File: src/rtl/shadow_round_ctrl_pkg.sv
// shadow_round_ctrl_pkg: shared state encoding, default sizing and counter width helper
package shadow_round_ctrl_pkg;
  typedef enum logic [2:0] {IDLE, LOAD, RUN_A, RUN_B, DONE} state_t;
  localparam int NSTEPS_DEF = 6;
  localparam int PHASE_CYC_DEF = 4;
  function automatic int cnt_w(input int n);
    return n > 1 ? $clog2(n) : 1;
  endfunction
endpackage

File: src/rtl/shadow_phase_cnt.sv
// shadow_phase_cnt: cycle-in-phase and step counters with wrap and last-step flags
module shadow_phase_cnt import shadow_round_ctrl_pkg::*; #(
  parameter int NSTEPS = NSTEPS_DEF,
  parameter int PHASE_CYC = PHASE_CYC_DEF,
  localparam int SW = cnt_w(NSTEPS),
  localparam int CW = cnt_w(PHASE_CYC)
) (
  input  logic          clk,
  input  logic          rst,
  input  logic          clr,
  input  logic          inc,
  input  logic          inc_step,
  output logic [CW-1:0] cyc,
  output logic [SW-1:0] step,
  output logic          wrap,
  output logic          last
);
  assign wrap = cyc == CW'(PHASE_CYC - 1);
  assign last = step == SW'(NSTEPS - 1);
  always_ff @(posedge clk or posedge rst)
    if (rst) begin
      cyc <= '0;
      step <= '0;
    end else begin
      cyc <= clr || (inc && wrap) ? '0 : cyc + CW'(inc);
      step <= clr ? '0 : step + SW'(inc_step);
    end
endmodule

File: src/rtl/shadow_round_ctrl.sv
// shadow_round_ctrl: sequences one Shadow-512 call through LOAD, NSTEPS x (phase A, phase B), DONE
module shadow_round_ctrl import shadow_round_ctrl_pkg::*; #(
  parameter int NSTEPS = NSTEPS_DEF,
  parameter int PHASE_CYC = PHASE_CYC_DEF,
  localparam int SW = cnt_w(NSTEPS),
  localparam int CW = cnt_w(PHASE_CYC)
) (
  input  logic          clk,
  input  logic          rst,
  input  logic          start,
  input  logic          abort,
  input  logic          rnd_valid,
  input  logic          out_ready,
  output logic          busy,
  output logic          ld_state,
  output logic          en_phase_a,
  output logic          en_phase_b,
  output logic          rnd_ready,
  output logic [SW-1:0] step,
  output logic [CW-1:0] cyc,
  output logic          lfsr_n_syn_rst,
  output logic          lfsr_enable,
  output logic          out_valid
);
  state_t st, nxt;
  logic clr, inc, inc_step, wrap, last, n_rst;
  shadow_phase_cnt #(.NSTEPS(NSTEPS), .PHASE_CYC(PHASE_CYC)) u_cnt (
    .clk(clk), .rst(rst), .clr(clr), .inc(inc), .inc_step(inc_step),
    .cyc(cyc), .step(step), .wrap(wrap), .last(last)
  );
  always_ff @(posedge clk or posedge rst)
    if (rst) st <= IDLE;
    else st <= nxt;
  assign busy = st != IDLE;
  // the LFSR must also sit at its init value while the async reset is held
  assign lfsr_n_syn_rst = n_rst && !rst;
  always_comb begin
    nxt = st;
    clr = 1'b0;
    inc = 1'b0;
    inc_step = 1'b0;
    ld_state = 1'b0;
    en_phase_a = 1'b0;
    en_phase_b = 1'b0;
    rnd_ready = 1'b0;
    lfsr_enable = 1'b0;
    out_valid = 1'b0;
    n_rst = 1'b1;
    case (st)
      IDLE: nxt = start ? LOAD : IDLE;
      LOAD: begin
        ld_state = 1'b1;
        n_rst = 1'b0;
        clr = 1'b1;
        nxt = RUN_A;
      end
      RUN_A: begin
        en_phase_a = rnd_valid;
        rnd_ready = rnd_valid;
        inc = rnd_valid;
        nxt = rnd_valid && wrap ? RUN_B : RUN_A;
      end
      RUN_B: begin
        en_phase_b = rnd_valid;
        rnd_ready = rnd_valid;
        inc = rnd_valid;
        lfsr_enable = rnd_valid && wrap;
        inc_step = rnd_valid && wrap && !last;
        nxt = !(rnd_valid && wrap) ? RUN_B : last ? DONE : RUN_A;
      end
      DONE: begin
        out_valid = 1'b1;
        clr = out_ready;
        nxt = !out_ready ? DONE : start ? LOAD : IDLE;
      end
      default: nxt = IDLE;
    endcase
    if (abort) begin
      nxt = IDLE;
      clr = 1'b1;
      inc = 1'b0;
      inc_step = 1'b0;
      ld_state = 1'b0;
      en_phase_a = 1'b0;
      en_phase_b = 1'b0;
      rnd_ready = 1'b0;
      lfsr_enable = 1'b0;
      out_valid = 1'b0;
      n_rst = 1'b0;
    end
  end
endmodule
File: config.mk
export PLATFORM = sky130hd
export DESIGN_NAME = shadow_round_ctrl
export DESIGN_NICKNAME = d
export VERILOG_FILES = /design/src/rtl/shadow_round_ctrl_pkg.sv /design/src/rtl/shadow_phase_cnt.sv /design/src/rtl/shadow_round_ctrl.sv
export SDC_FILE = /design/constraint.sdc
export NUM_CORES = 1
export LEC_CHECK = 0
export CORE_AREA = 3 3 40 42
export DETAILED_ROUTE_END_ITERATION = 16
export DIE_AREA = 0 0 43 45
export GPL_TIMING_DRIVEN = 1
export PLACE_DENSITY = 0.73
export SYNTH_ARGS = -nofsm -noshare
export SYNTH_HDL_FRONTEND = slang
export SYNTH_SLANG_ARGS = --single-unit
File: constraint.sdc
create_clock -name clk -period 2.3 [get_ports clk]
set_input_delay 0.575 -clock clk [delete_from_list [all_inputs] [get_ports clk]]
set_output_delay 0.575 -clock clk [all_outputs]
set_load 0.01 [all_outputs]
After elaboration in Yosys (flattened, before gate mapping):

Cells that the tools add are included.

* register bits: 8
* logic and storage cells: 48

* add/sub/neg operators: 2
* equality and inequality tests: 6
* mux-type cells: 27
* reductions and logical operators: 10

Operator list (count)
* 1-bit two-way mux: 19
* 3-bit two-way mux: 5
* 3-bit one-hot mux with 5 select lines: 1
* 3-bit by 2-bit equality test with 1-bit output (second input constant): 2
* 3-bit equality test (second input constant): 2
* 1-bit logical AND: 4
* 3-bit by 1-bit adder with 3-bit output: 1
* 3-bit by 1-bit equality test with 1-bit output (second input constant): 1
* 3-bit zero test: 1
* 3-bit nonzero test: 1
* 2-bit by 1-bit adder with 2-bit output: 1
* 2-bit equality test (second input constant): 1
* 1-bit zero test: 2
* 2-bit two-way mux: 1
* 1-bit one-hot mux with 2 select lines: 1
* 2-bit OR reduction: 1
* 1-bit logical OR: 1

Longest topological paths before layout:

* depth after elaboration: 7
* mapped depth: 8
* depth with buffers taken out: 7

Cells and area by module:

Synthesis repeated with hierarchy kept, for this count alone.

* cell total of the unflattened synthesis: 55
* area total of the unflattened synthesis: 519.2 um2

Modules (own cells, without submodules)
* shadow_round_ctrl: instances 1, cells each 33, area an instance 275.3 um2, sequential area each 75.1 um2
* shadow_phase_cnt: instances 1, cells each 22, area an instance 244.0 um2, sequential area each 125.1 um2

Worst setup path after synthesis:

Ideal clock, no wire load.

* kind: input to register
* start: input abort
* end: register u_cnt.step[1]
* arrival time: 1.852 ns
* data required time: 2.181 ns
* slack: 0.329 ns
* stages: 7
* buffers on the path: 1
* cells stage by stage: buf_4 and4bb_2 nand2_1 nor3b_1 ha_1 ha_1 and2_1

* longest elaborated chain between the ends: 3
* elaborated cells between the ends (all ways): 4

RTL lines
* start: declaration: RTL line shadow_round_ctrl.sv:11 `input logic abort,`
* 1-bit two-way mux: RTL line shadow_round_ctrl.sv:78 `if (abort) begin`
* 3-bit by 1-bit adder with 3-bit output: RTL line shadow_phase_cnt.sv:26 `step <= clr ? '0 : step + SW'(inc_step);`
* 3-bit two-way mux (*): RTL line shadow_phase_cnt.sv:26
* end signal: assignment: RTL line shadow_phase_cnt.sv:26
* end: declaration: RTL line shadow_phase_cnt.sv:14 `output logic [SW-1:0] step,`

Mark *: on every way between the ends. The rest lies on a longest branch, timed or not.

Worst setup path after layout:

* start: input rnd_valid
* end: output en_phase_a

* longest elaborated chain between the ends: 2

RTL lines
* start: declaration: RTL line shadow_round_ctrl.sv:12 `input logic rnd_valid,`
* 1-bit two-way mux: RTL line shadow_round_ctrl.sv:49 `case (st)`
* 1-bit two-way mux: RTL line shadow_round_ctrl.sv:78
* end: declaration: RTL line shadow_round_ctrl.sv:16 `output logic en_phase_a,`

Every way passes these cells.

==> impl_metrics.yaml <==
setup_path:
  r2r.worst_path.cells: 7
  worstPathMaxFanout: 3
  setup.worst_path.start_class: "input port"
  path_class: "in -> out"
  end_kind: "primary output"
  cp_data_arrival_time_ps: 1700
  cp_data_required_time_ps: 1730
grt:
  grt_usage_pct: 14.0
  grt_pass1_wl_um: 1990
  antenna_violations_before_repair: 0
  first_global_vias: 449
  grt_overflow: 0
  grt_start_max_net_pins: 10
place:
  detailedPlacementHpwl_um: 908
  buffer_ports.inserted: 18
  gp_congestion: 0.713
layout:
  final-seq-area_um2: 200
  n_fill_cell: 117
  antenna_cells: 0
  flow.area_growth_from_synthesis_pct: 48.3
  multi_input_area_um2: 289
  finalNetCount: 85
  final_util_pct: 58.0
  drive_above_1_share_pct: 25.7
synth:
  synth_area_leaders: "sky130_fd_sc_hd__dfrtp_1 (40%), sky130_fd_sc_hd__ha_1 (7.5%), sky130_fd_sc_hd__nor4bb_1 (4.0%), sky130_fd_sc_hd__nand3_1 (3.0%), sky130_fd_sc_hd__nor3b_1 (3.0%)"
  synth-adder-area-share_pct: 7.46
  synth_cell_type_count: 26
  synthesis.nets: 59
  synth-main-ff-cell: "sky130_fd_sc_hd__dfrtp_1"
  dominant_combinational_cell_family_by_area_after_synthesis: "simple AND/OR/NAND/NOR gates"
  synth_largest_type_area_fraction_pct: 39.8
  compound_cell_area_share_of_the_yosys_netlist_pct: 5.97
  synth_top_cell_by_area: "sky130_fd_sc_hd__dfrtp_1"
  ys_warn_count: 0
  synth_area_um2: 503
  yosys.cell_count.top_type: "sky130_fd_sc_hd__dfrtp_1"
  asyncSetResetFlopFracSynth_pct: 100
  syn-instance-count: 50
  portion_of_netlist_area_occupied_by_mux_cells_pct: 0
  synth_seq_area_share_pct: 39.8
  simple_gate_portion_of_the_synthesized_area_pct: 37.3
  synth-xor-area-share_pct: 3.48
  ys_seq_elements: 8
  synth-edff-count: 0
  syn-mean-instance-area_um2: 10.1
cts:
  numCtsBuffers: 3
  cts_root_buf: "sky130_fd_sc_hd__clkbuf_4"
  clock_insertion_delay_at_the_later_pin_of_the_skew_report_ps: 250
  tritoncts: "yes"
  post_cts.repair.setup_buffers: 0
  htree_levels: 1
  clkTransAtPathRegs_ps: 60
  cts.sink_count: 8
  clock_path_buffers: 2
route:
  drt_pass1_iterations: 4
  wirelength_um: 1190
  antenna_left: 0
  detail_route.vias_per_cell: 5.16
  residual_drc_count: 0
  initialDrtViolationCount: 8
  drt-wirelength-per-cell_um: 13.3
  dr_total_vias: 459
power_and_ir_drop:
  power.ir.vdd_worst_v: 0.000227
  power-per-cell-area_nw_per_um2: 422
  p_leak_nw: 0.378
  power.total_uw: 315
timing:
  relative_slew_slack_pct: 74.2
  finalHoldWorstSlack_ps: 606
  max_slew.worst_pin.slew_ps: 384
  setup-tns-final_ps: 0
  finalSetupViolations: 0
  timing.final.crit_share_pct: 99.1
  number_of_pins_with_negative_max_slew_slack_in_the_final_report: 0
  max_freq_mhz: 439
  fin_crit_ps: 2280
  grt_setup_unrepaired: "true"
  finalClockSkew_ps: 2.81
  count_of_final_hold_check_violations: 0
floorplanning:
  initial_utilization_pct: 39.1
  design.portCount: 19
  fp-row-count: 13
  placeableCoreArea_um2: 1280
  die_height_um: 45
  die_width_um: 43
  floorplan.die_area_um2: 1940
outcome:
  outcome: "complete, no violations"
job:
  max-cap-violations: 0
min_path:
  min_path_type: "in -> async"
==> through the flow <==
stage	std cells	setup WS, ps	cell area (um^2)
after floorplan	50	329	503
after global placement	86	-336	721
after detailed placement	86	-338	721
after CTS	89	4.58	747
after global routing	89	-31.2	746
final	89	20.0	746
==> worst max-delay path, cell delays in order <==
cell and delay, ps:
sky130_fd_sc_hd__clkdlybuf4s50_1 490, sky130_fd_sc_hd__and4bb_2 270, sky130_fd_sc_hd__nor2b_2 150, sky130_fd_sc_hd__clkdlybuf4s15_2 220
==> cells by family after synthesis <==
group,after synthesis
buf+inv,5
compound gates,3
flops,8
xor+xnor,2
simple gates,29
fa+ha+maj,3
==> path summary, 6_finish.rpt <==
kind                       slack, ps             to          start
max in group asynchronous       1450          st[2]            rst
min in group clk                 610  u_cnt.step[2]  u_cnt.step[2]
setup reg to reg                 470  u_cnt.step[2]          st[2]
hold reg to reg                  610  u_cnt.step[2]  u_cnt.step[2]
hold / removal                   610          st[1]            rst
setup / recovery                  20     en_phase_a      rnd_valid
==> final cells by class <==
class                           count  share of cell area [%]
Multi-Input combinational cell     37                    38.8
Timing Repair Buffer               23                    27.3
Sequential cell                     8                    26.8
Clock buffer                        3                    3.02
Tap cell                           15                    2.52
Inverter                            3                    1.51
==> registers in the layout, summed over array words and instances, names as in the netlist <==
signal      flops
st              3
u_cnt.step      3
u_cnt.cyc       2
==> power breakdown <==
group,internal [mW],switching [mW]
combinational,0.0321,0.0252
sequential,0.144,0.00618
clock,0.0597,0.0475
==> metal layers <==
| metal | GRT usage, % | part of all wire [%] | up-vias |
|---|---|---|---|
| met2 | 22.8 | 47 | 11 |
| met3 | 2.39 | 3.8 | 2 |
| met4 | 5.42 | 1.0 | 0 |
| li1 | - | - | 231 |
| met5 | 0 | 0 | - |
| met1 | 18.6 | 48 | 215 |
==> repair_timing <==
action	4_1_cts	5_1_grt
endpoints found under the setup margin	7	6
pin swaps	1	1
hold buffers	0	0
resized for setup	11	9
==> cell usage in the layout (no fill, tap or decap), types with 3 or more instances in the layout <==
cell and count:
sky130_fd_sc_hd__buf_4 5, sky130_fd_sc_hd__clkbuf_4 3, sky130_fd_sc_hd__clkdlybuf4s50_1 11, sky130_fd_sc_hd__dfrtp_1 8, sky130_fd_sc_hd__ha_1 3, sky130_fd_sc_hd__inv_1 3
sky130_fd_sc_hd__nand3_1 3, sky130_fd_sc_hd__nor2_1 3
Power figures use the tool's default switching activity.
